--- config.mk ---
export PLATFORM = sky130hd
export DESIGN_NAME = prog_loader
export DESIGN_NICKNAME = d
export VERILOG_FILES = /design/src/rtl/prog_loader.sv
export SDC_FILE = /design/constraint.sdc
export NUM_CORES = 1
export LEC_CHECK = 0
export BUFFER_PORTS_ARGS = -buffer_cell sky130_fd_sc_hd__buf_2
export CAP_MARGIN = 20
export CELL_PAD_IN_SITES_DETAIL_PLACEMENT = 2
export CELL_PAD_IN_SITES_GLOBAL_PLACEMENT = 2
export CORE_MARGIN = 4
export CORE_UTILIZATION = 36
export DETAILED_ROUTE_END_ITERATION = 10
export PLACE_DENSITY = 0.94
export RECOVER_POWER = 100
export SLEW_MARGIN = 20
export SYNTH_ARGS = -nofsm -noshare
export SYNTH_HDL_FRONTEND = slang
export SYNTH_SLANG_ARGS = --single-unit
--- constraint.sdc ---
create_clock -name clk -period 4.3 [get_ports clk]
set_input_delay 0.43 -clock clk [delete_from_list [all_inputs] [get_ports clk]]
set_output_delay 0.43 -clock clk [all_outputs]
set_load 0.01 [all_outputs]
--- src/rtl/prog_loader.sv ---
// Boot-time program loader: takes a length-prefixed, XOR-checksummed byte
// stream and writes 16-bit words into BRAM port B. The CPU is held in reset
// (cpu_run=0) until a complete image has loaded and its checksum matches.
module prog_loader #(
  parameter logic [15:0] BASE_ADDR = 16'h0000,
  parameter int          DEPTH     = 1024
) (
  input  logic        clk,
  input  logic        reset,
  input  logic        load_start,
  input  logic [7:0]  byte_in,
  input  logic        byte_valid,
  output logic        byte_ready,
  output logic [15:0] addr_b,
  output logic [15:0] data_b,
  output logic        we_b,
  output logic        cpu_run,
  output logic        busy,
  output logic        done,
  output logic        err
);

  typedef enum logic [3:0] {
    S_IDLE,
    S_LEN_HI,
    S_LEN_LO,
    S_DATA_HI,
    S_DATA_LO,
    S_WRITE,
    S_CHK,
    S_DONE,
    S_ERROR
  } state_t;

  localparam logic [16:0] DEPTH_W = 17'(DEPTH);

  state_t      state;
  state_t      next_state;
  logic [15:0] len;
  logic [15:0] index;
  logic [15:0] word;
  logic [7:0]  chk;
  logic        fire;
  logic [15:0] len_next;
  logic [15:0] index_inc;
  logic        len_too_long;

  // Ready is a pure decode of the registered state, so it never depends on byte_valid.
  assign byte_ready = (state == S_LEN_HI)  || (state == S_LEN_LO) ||
                      (state == S_DATA_HI) || (state == S_DATA_LO) ||
                      (state == S_CHK);

  assign fire         = byte_valid && byte_ready;
  assign len_next     = {len[15:8], byte_in};
  assign len_too_long = {1'b0, len_next} > DEPTH_W;
  assign index_inc    = index + 16'd1;

  // State register; an active-low reset aborts any load in progress.
  always_ff @(posedge clk) begin
    if (!reset) begin
      state <= S_IDLE;
    end else begin
      state <= next_state;
    end
  end

  // Next-state and output decode; the BRAM bus is only non-zero during WRITE.
  always_comb begin
    next_state = state;
    we_b       = 1'b0;
    addr_b     = 16'h0000;
    data_b     = 16'h0000;
    busy       = 1'b1;
    done       = 1'b0;
    err        = 1'b0;
    cpu_run    = 1'b0;
    unique case (state)
      S_IDLE: begin
        busy = 1'b0;
        if (load_start) next_state = S_LEN_HI;
      end
      S_LEN_HI: begin
        if (fire) next_state = S_LEN_LO;
      end
      S_LEN_LO: begin
        if (fire) begin
          if (len_too_long)           next_state = S_ERROR;
          else if (len_next == 16'd0) next_state = S_CHK;
          else                        next_state = S_DATA_HI;
        end
      end
      S_DATA_HI: begin
        if (fire) next_state = S_DATA_LO;
      end
      S_DATA_LO: begin
        if (fire) next_state = S_WRITE;
      end
      S_WRITE: begin
        we_b   = 1'b1;
        addr_b = BASE_ADDR + index;
        data_b = word;
        next_state = (index_inc == len) ? S_CHK : S_DATA_HI;
      end
      S_CHK: begin
        if (fire) next_state = (byte_in == chk) ? S_DONE : S_ERROR;
      end
      S_DONE: begin
        busy    = 1'b0;
        done    = 1'b1;
        cpu_run = 1'b1;
        if (load_start) next_state = S_LEN_HI;
      end
      S_ERROR: begin
        busy = 1'b0;
        err  = 1'b1;
        if (load_start) next_state = S_LEN_HI;
      end
      default: next_state = S_IDLE;
    endcase
  end

  // Datapath: length capture, word assembly, word index and running XOR checksum.
  always_ff @(posedge clk) begin
    if (!reset) begin
      len   <= 16'h0000;
      index <= 16'h0000;
      word  <= 16'h0000;
      chk   <= 8'h00;
    end else begin
      unique case (state)
        S_IDLE, S_DONE, S_ERROR: begin
          if (load_start) begin
            len   <= 16'h0000;
            index <= 16'h0000;
            chk   <= 8'h00;
          end
        end
        S_LEN_HI: begin
          if (fire) begin
            len[15:8] <= byte_in;
            chk       <= chk ^ byte_in;
          end
        end
        S_LEN_LO: begin
          if (fire) begin
            len[7:0] <= byte_in;
            chk      <= chk ^ byte_in;
          end
        end
        S_DATA_HI: begin
          if (fire) begin
            word[15:8] <= byte_in;
            chk        <= chk ^ byte_in;
          end
        end
        S_DATA_LO: begin
          if (fire) begin
            word[7:0] <= byte_in;
            chk       <= chk ^ byte_in;
          end
        end
        S_WRITE: begin
          index <= index_inc;
        end
        default: ;
      endcase
    end
  end

endmodule
* Word level (Yosys, flattened, before mapping)
Cells that the tools add are included.
** Storage, ports and cells
- Register bits :: 60
- Input bits :: 12
- Word-level logic and storage cells :: 72
** Cells by class
- Add/sub/neg operators :: 1
- Magnitude comparators :: 1
- Eq/ne operators :: 17
- Mux-type cells :: 25
- Bitwise operators :: 1
- Reductions and logical operators :: 20
** Operator list (count)
- two-way mux 16 bit :: 3
- one-hot mux 8 bit (2 select lines) :: 3
- two-way mux 4 bit :: 8
- one-hot mux 16 bit (2 select lines) :: 1
- one-hot mux 4 bit (7 select lines) :: 1
- two-way mux 8 bit :: 3
- adder 16 x 1 -> 16 bit, second input constant :: 1
- == test 16 bit :: 1
- == test 4 x 3 -> 1 bit, second input constant :: 4
- > comparator 16 x 11 -> 1 bit, second input constant :: 1
- logical NOT 16 bit :: 1
- inequality test 2 bit, second input constant :: 5
- AND reduction 3 bit :: 3
- == test 4 x 2 -> 1 bit, second input constant :: 2
- == test 8 bit :: 1
- nonzero test 2 bit :: 4
- XOR 8 bit :: 1
- two-way mux 3 bit :: 2
- AND reduction 2 bit :: 3
- AND reduction 6 bit :: 1
- == test 4 x 1 -> 1 bit, second input constant :: 1
- == test 4 bit, second input constant :: 1
- logical NOT 4 bit :: 1
- logical OR 1 bit :: 4
- 5 further kinds :: 9

* Depth between registers and ports, before layout
Gate-level depths: netlist of run 1.
- Depth after elaboration :: 8
- Mapped depth :: 9
- Mapped depth without buffers :: 8

* Worst setup path after synthesis of run 1
No wires, ideal clock.
- Path type :: register to register
- From :: register index[6]
- To :: register state[0]
- Arrival :: 1.879 ns
- Required time :: 4.184 ns
- Path slack :: 2.306 ns
- Cell stages (with the launch flop) :: 8
- Clock period less this slack :: 1.994 ns
- Cells stage by stage :: dfxtp_1 nand2_1 nor3_1 nand2_1 xnor2_1 nor4_1 nand4_1 a31o_1
** Between the ends
- Cells in the longest elaborated chain, start to end :: 4
** Ends and longest elaborated chain
- start: declaration :: line 40 : logic [15:0] index;
- start signal: assignment :: line 163 : index <= index_inc;
- adder 16 x 1 -> 16 bit :: line 56 : assign index_inc = index + 16'd1;
- == test 16 bit :: line 102 : next_state = (index_inc == len) ? S_CHK : S_DATA_HI;
- two-way mux 3 bit :: line 102
- one-hot mux 4 bit (7 select lines) :: line 77 : unique case (state)
- end signal: assignment :: line 63 : state <= next_state;
- end: declaration :: line 37 : state_t state;
No other way between the ends.
A chain may end at the register's enable or synchronous reset.

* Worst setup path after layout of run 1
- From :: register state[1]
- To :: output port data_b[1]
** Between the ends
- Cells in the longest elaborated chain, start to end :: 2
** Ends and longest elaborated chain
- == test 4 x 3 -> 1 bit :: line 77
- two-way mux 16 bit :: line 77
- end: declaration :: line 15 : output logic [15:0] data_b,
No other way between the ends.

==> results.py, run 1 <==
metrics = {
    "sta": {
        "setup_viol": 0,
        "max_clock_freq_ghz": 0.331,
        "tightest_slew_ps": 1140,
        "drv_slew": 0,
        "final-hold-violation-count": 0,
        "fin_hold_ws_ps": 437,
        "grt_setup_unrepaired": "no",
        "final.min_clock_period_ps": 3020,
        "skew_ps": 12.3,
        "finalCritPeriodShare": 0.703,
        "fin_tns_setup_ps": 0,
        "relSlewSlack": 0.234,
    },
    "power_and_ir_drop": {
        "power_mw": 1.70,
        "leakage_nw": 1.51,
        "vdd_drop_max_mv": 0.219,
        "powerDensity_nw_per_um2": 417,
    },
    "clock_network": {
        "cts_buffers": 9,
        "postCtsSetupRepairBufs": 0,
        "htree_levels": 3,
        "clock-root-buffer": "clkbuf_8",
        "cts.path.max_buffers": 2,
        "clk_pin_slew_ps": 90,
        "ctsResizeCount": 0,
        "postCtsHoldBufs": 0,
        "cts_tree": "built",
        "clk_latency_ps": 360,
        "cts_sinks": 60,
    },
    "routing": {
        "ant_nets": 0,
        "first_pass_iters": 4,
        "drc": 0,
        "drt-total-wl_um": 13900,
        "vias": 3662,
        "vias_per_cell": 5.70,
        "avgRoutedWirePerCell_um": 21.6,
        "drt_first_iter_violations": 221,
    },
    "grt": {
        "grt_start_max_net_pins": 62,
        "globalRouteTotalUtil": 0.245,
        "grt_use_met1": 0.274,
        "antenna_found_initial": 0,
        "grt_pass1_wl_um": 22100,
        "use_met3": 0.0497,
        "gr-total-overflow": 0,
        "use_met2": 0.452,
        "grt-busiest-layer": "met2",
        "grt_pass1_vias": 3953,
    },
    "floorplanning": {
        "fp-row-count": 36,
        "die_x_um": 109,
        "die_h_um": 109,
        "die_area_um2": 11900,
        "core-area_um2": 9860,
        "ios": 50,
        "floorplan.initialDensity": 0.374,
    },
    "yosys": {
        "synth_top_area_frac": 0.325,
        "synth_edf_count": 0,
        "ys_types": 60,
        "synth.cell_area_um2": 3690,
        "yosys_register_bits": 60,
        "synth_top_area_cell": "dfxtp_1",
        "ys_top_cells_by_area": "dfxtp_1, and2_1, a21boi_0",
        "syn_area_per_cell_um2": 7.76,
        "yosysMostFrequentCell": "dfxtp_1",
        "seq_area_frac_synth": 0.325,
        "syn_inst": 476,
        "synth_fp_nets": 489,
        "ys_warn_count": 0,
        "async_reset_ff_frac": 0,
        "synthFlopType": "dfxtp_1",
        "synth_common_cells": "dfxtp_1, and2_1, nand2_1",
    },
    "setup_path": {
        "end_kind": "output pin",
        "crit_start": "state[1]",
        "critical_path_class": "reg2out",
        "startpoint_type": "flop",
        "cp.required_ps": 3870,
        "crit_fanout": 34,
        "rr_startpoint": "state[0]",
        "critPathArrivalTime_ps": 2590,
    },
    "final_layout": {
        "diodes": 0,
        "syn2layout_area_growth_pct": 10.5,
        "nets": 518,
        "layout-drive-gt1-share": 0.110,
    },
    "placement": {
        "portBuffers": 49,
        "routabilityCongestion": 0.821,
        "dp_hpwl_um": 8990,
    },
    "flow_run": {
        "cap_violations": 0,
    },
    "hold_path": {
        "min_from": "byte_in[7]",
        "hp-class": "in2reg",
    },
    "outcome": {
        "status": "finished clean",
    },
}
==> flip-flops by register name (all words and copies together) (netlist names) <==
signal  cells
chk         8
index      16
len        16
state       4
word       16
==> final timing paths <==
path	cells past startpoint	slack (ps)	endpoint
max	7	1280	data_b[1]
min	3	440	word[15]
max reg2reg	7	1560	chk[4]
min reg2reg	2	480	word[9]
==> layer usage <==
layer | vias up | part of all wire | wire (um)
met5 | - | 0 | 0
met4 | 0 | 0.031 | 436
met3 | 36 | 0.039 | 539
met2 | 106 | 0.52 | 7220
met1 | 1817 | 0.41 | 5680
li1 | 1703 | - | -
==> cell families after synthesis <==
| logic type | synth area share |
|---|---|
| buffers and inverters | 0.0674 |
| adder cells (fa/ha/maj) | 0.00339 |
| multiplexers | 0.0217 |
| AND/OR/NAND/NOR | 0.320 |
| AO/OA/AOI/OAI | 0.193 |
| XOR/XNOR | 0.0688 |
| flip-flops | 0.325 |
==> report_power, final <==
group          internal, mW  switching (mW)
Sequential            0.599          0.0720
Combinational         0.172           0.364
Clock                 0.217           0.278
Total                 0.988           0.714
==> per-stage QoR <==
| step | worst slack (ps) | std cells | util | area, um^2 |
|---|---|---|---|---|
| 4_1_cts | 1300 | 643 | 0.417 | 4120 |
| 3_3_place_gp | 1770 | 627 | 0.399 | 3930 |
| 5_1_grt | 1090 | 643 | 0.414 | 4080 |
| 3_5_place_dp | 1660 | 627 | 0.399 | 3930 |
| 2_1_floorplan | 2310 | 476 | - | 3690 |
| 6_report | 1280 | 643 | 0.414 | 4080 |
==> cell usage in the layout (no fill, tap or decap), types with 2 or more instances in the layout <==
| cell | n |
|---|---|
| nand3_1 | 36 |
| xor2_1 | 16 |
| xnor2_1 | 13 |
| a21oi_1 | 14 |
| a21boi_0 | 27 |
| nor2b_1 | 18 |
| and2_0 | 27 |
| o22ai_1 | 2 |
| o31ai_1 | 3 |
| a22oi_1 | 2 |
| clkbuf_1 | 23 |
| or3_1 | 2 |
| and2_1 | 16 |
| nand3b_1 | 8 |
| a31oi_1 | 2 |
| and3_2 | 2 |
| mux2i_1 | 8 |
| nand4_1 | 3 |
| nor4_1 | 6 |
| buf_2 | 26 |
| clkbuf_8 | 9 |
| clkinvlp_4 | 3 |
| inv_1 | 14 |
| o21a_1 | 2 |
| and4_1 | 2 |
| a21o_1 | 4 |
| nand2_1 | 40 |
| nor3_1 | 14 |
| dfxtp_1 | 60 |
| buf_4 | 3 |
| inv_6 | 4 |
| a2bb2oi_1 | 2 |
| nand2b_1 | 2 |
| o21ai_0 | 36 |
| nor2_1 | 34 |
| and3_1 | 2 |
==> worst max-delay path, cell delays in order (launching register included) <==
cell	delay (ps)
dfxtp_1	560
nor2_1	160
nand3_1	120
buf_4	280
clkinv_1	380
buf_4	360
and2_0	210
buf_2	150
==> final cells by class <==
| type | count | area, um^2 |
|---|---|---|
| inverter | 15 | 56.3 |
| clock inverter | 7 | 57.6 |
| clock buffer | 9 | 124 |
| timing repair buffer | 52 | 239 |
| fill | 1136 | 5780 |
| sequential | 60 | 1200 |
| multi-input combinational | 367 | 2240 |
| tap | 133 | 166 |
Power figures use the tool's default switching activity.
==> run 2: changes to the inputs <==
Settings changed: ABC_AREA set to 1, CORE_UTILIZATION 36 to 32, PLACE_DENSITY 0.94 to 0.89.
Clock period 4.3 ns to 3 ns, I/O delays scaled along.
==> run 2 against run 1 <==
Effect of this change:
- register-to-register slack got worse by 1000 ps
- final area increased by 1.8%
- global-route usage decreased by 2.1 points
- first-iteration DRC count decreased by 2.3%
- sequential cell count unchanged
- hold slack got worse by 120 ps
- routed wire length decreased by 0.63%
- highest routed layer unchanged
==> results.py, run 2 <==
metrics = {
    "setup_path": {
        "critPathArrivalTime_ps": 2650,
        "end_kind": "flop",
        "critical_path_class": "reg2reg",
        "cp.required_ps": 3200,
        "crit_fanout": 16,
        "startpoint_type": "flop",
    },
    "sta": {
        "setup_viol": 0,
        "skew_ps": 7.65,
        "grt_setup_unrepaired": "no",
        "final-hold-violation-count": 0,
        "final.min_clock_period_ps": 2450,
        "relSlewSlack": 0.364,
        "max_clock_freq_ghz": 0.409,
        "drv_slew": 0,
        "tightest_slew_ps": 954,
        "fin_tns_setup_ps": 0,
        "finalCritPeriodShare": 0.816,
    },
    "clock_network": {
        "clk_pin_slew_ps": 60,
        "ctsResizeCount": 0,
        "postCtsSetupRepairBufs": 0,
        "cts_sinks": 60,
        "cts_tree": "built",
        "cts.path.max_buffers": 2,
        "clk_latency_ps": 350,
        "clock-root-buffer": "clkbuf_16",
        "postCtsHoldBufs": 0,
        "htree_levels": 3,
        "cts_buffers": 9,
    },
    "power_and_ir_drop": {
        "comb_power_share": 0.345,
        "p_seq_frac": 0.302,
        "switchingPower_mw": 1.28,
        "leakage_nw": 1.51,
        "internal_power_mw": 2.02,
        "powerDensity_nw_per_um2": 792,
        "pwr-share-clk": 0.352,
        "vdd_drop_max_mv": 0.376,
        "swShare": 0.387,
    },
    "yosys": {
        "ys_types": 38,
        "syn_area_per_cell_um2": 6.82,
        "ys_warn_count": 0,
        "synth_top_area_frac": 0.333,
        "async_reset_ff_frac": 0,
        "synthFlopType": "dfxtp_1",
        "synth_top_area_cell": "dfxtp_1",
        "yosysMostFrequentCell": "nand2_1",
        "syn_inst": 528,
        "synth_common_cells": "nand2_1, nor2_1, dfxtp_1",
        "yosys_register_bits": 60,
        "synth.cell_area_um2": 3600,
        "seq_area_frac_synth": 0.333,
        "ys_top_cells_by_area": "dfxtp_1, nand2_1, a21oi_1",
        "synth_edf_count": 0,
        "synth_fp_nets": 541,
    },
    "flow_run": {
        "cap_violations": 0,
    },
    "final_layout": {
        "fillers": 1356,
        "nets": 587,
        "fin_area_um2": 4160,
        "diodes": 0,
        "final_core_util": 0.380,
        "final_common_cell": "nand2_1",
        "layout-drive-gt1-share": 0.121,
        "syn2layout_area_growth_pct": 15.3,
        "mostFrequentLayoutCells": "nand2_1, nor2_1, dfxtp_1, inv_1, a21oi_1",
        "reg_top3": "index: 16 flops, len: 16 flops, word: 16 flops",
        "final_cells": 719,
    },
    "grt": {
        "grt_pass1_vias": 4326,
        "globalRouteTotalUtil": 0.223,
        "gr-total-overflow": 0,
        "grt_start_max_net_pins": 35,
        "antenna_found_initial": 0,
        "grt_pass1_wl_um": 22700,
    },
    "floorplanning": {
        "floorplan.initialDensity": 0.330,
        "die_h_um": 114,
        "fp-row-count": 38,
        "die_x_um": 114,
        "ios": 50,
        "die_area_um2": 13000,
        "core-area_um2": 10900,
    },
    "placement": {
        "routabilityCongestion": 0.864,
        "dp_hpwl_um": 9910,
        "dp.cells": 703,
        "place_area_um2": 3950,
        "portBuffers": 49,
    },
    "routing": {
        "first_pass_iters": 4,
        "drc": 0,
        "ant_nets": 0,
        "drt-total-wl_um": 13800,
        "vias": 3797,
        "drt_first_iter_violations": 216,
        "avgRoutedWirePerCell_um": 19.2,
        "vias_per_cell": 5.28,
    },
    "hold_path": {
        "hp-class": "in2reg",
    },
    "outcome": {
        "status": "finished clean",
    },
}
==> run 2: cell types whose count changed in the layout (fill, tap and decap cells not counted), moves of 10 or more <==
| cell | change |
|---|---|
| nor2b_1 | -17 |
| a211oi_2 | +10 |
| nand2_1 | +83 |
| inv_1 | +44 |
| and2_0 | -27 |
| nor2_1 | +38 |
| a21oi_1 | +44 |
| nor3_1 | -11 |
| xnor2_1 | -13 |
| o21ai_0 | -18 |
| a21boi_0 | -26 |
| and2_1 | -15 |
==> run 2: through the flow <==
step	worst slack [ps]	total power [mW]	hold WS [ps]
finish	553	3.29	318
CTS	672	3.43	303
global placement	1030	2.14	440
detailed placement	821	2.25	451
floorplan	1250	1.98	429
global route	251	3.49	315
==> run 2: worst paths after layout <==
kind	cells past startpoint	endpoint	start	slack (ps)
worst max-delay path	6	word[14]	state[2]	550
worst min-delay path	3	len[5]	byte_in[5]	320
worst max register to register	6	word[14]	state[2]	550
worst min register to register	2	word[8]	word[8]	460
==> run 2: layout make-up <==
| type | count | area (um^2) | share of cell area |
|---|---|---|---|
| Sequential cell | 60 | 1200 | 0.289 |
| Timing Repair Buffer | 52 | 228 | 0.0548 |
| Clock inverter | 6 | 86.3 | 0.0208 |
| Inverter | 65 | 244 | 0.0587 |
| Clock buffer | 10 | 239 | 0.0575 |
| Multi-Input combinational cell | 386 | 1980 | 0.477 |
| Tap cell | 140 | 175 | 0.0421 |
==> run 2: critical path, cell delays in order (launching register included) <==
cell and delay [ps]:
dfxtp_1 350, nor2_1 160, inv_1 130, o21ai_0 510, nand3_1 580, o21ai_0 470, a21oi_1 100
==> run 2: metal layers <==
layer	GRT usage	routed length, um
met4	0.0871	285
met3	0.0375	421
met1	0.262	5920
met5	0	0
met2	0.404	7150
==> run 2: power groups by stage <==
stage               sequential [mW]  combinational (mW)  clock [mW]
floorplan                     0.973                1.01           0
global placement              0.995                1.15           0
detailed placement             1.01                1.24           0
CTS                           0.997                1.26        1.18
global route                   1.01                1.27        1.21
finish                        0.995                1.14        1.16
==> run 2: cells by family (layout without fill, tap and decap cells) <==
group	Yosys count	in the layout	synth area share
flops	60	60	0.333
fa+ha+maj	1	1	0.00347
simple gates	270	270	0.333
buf+inv	82	133	0.0944
xor+xnor	13	13	0.0399
compound gates	102	102	0.196
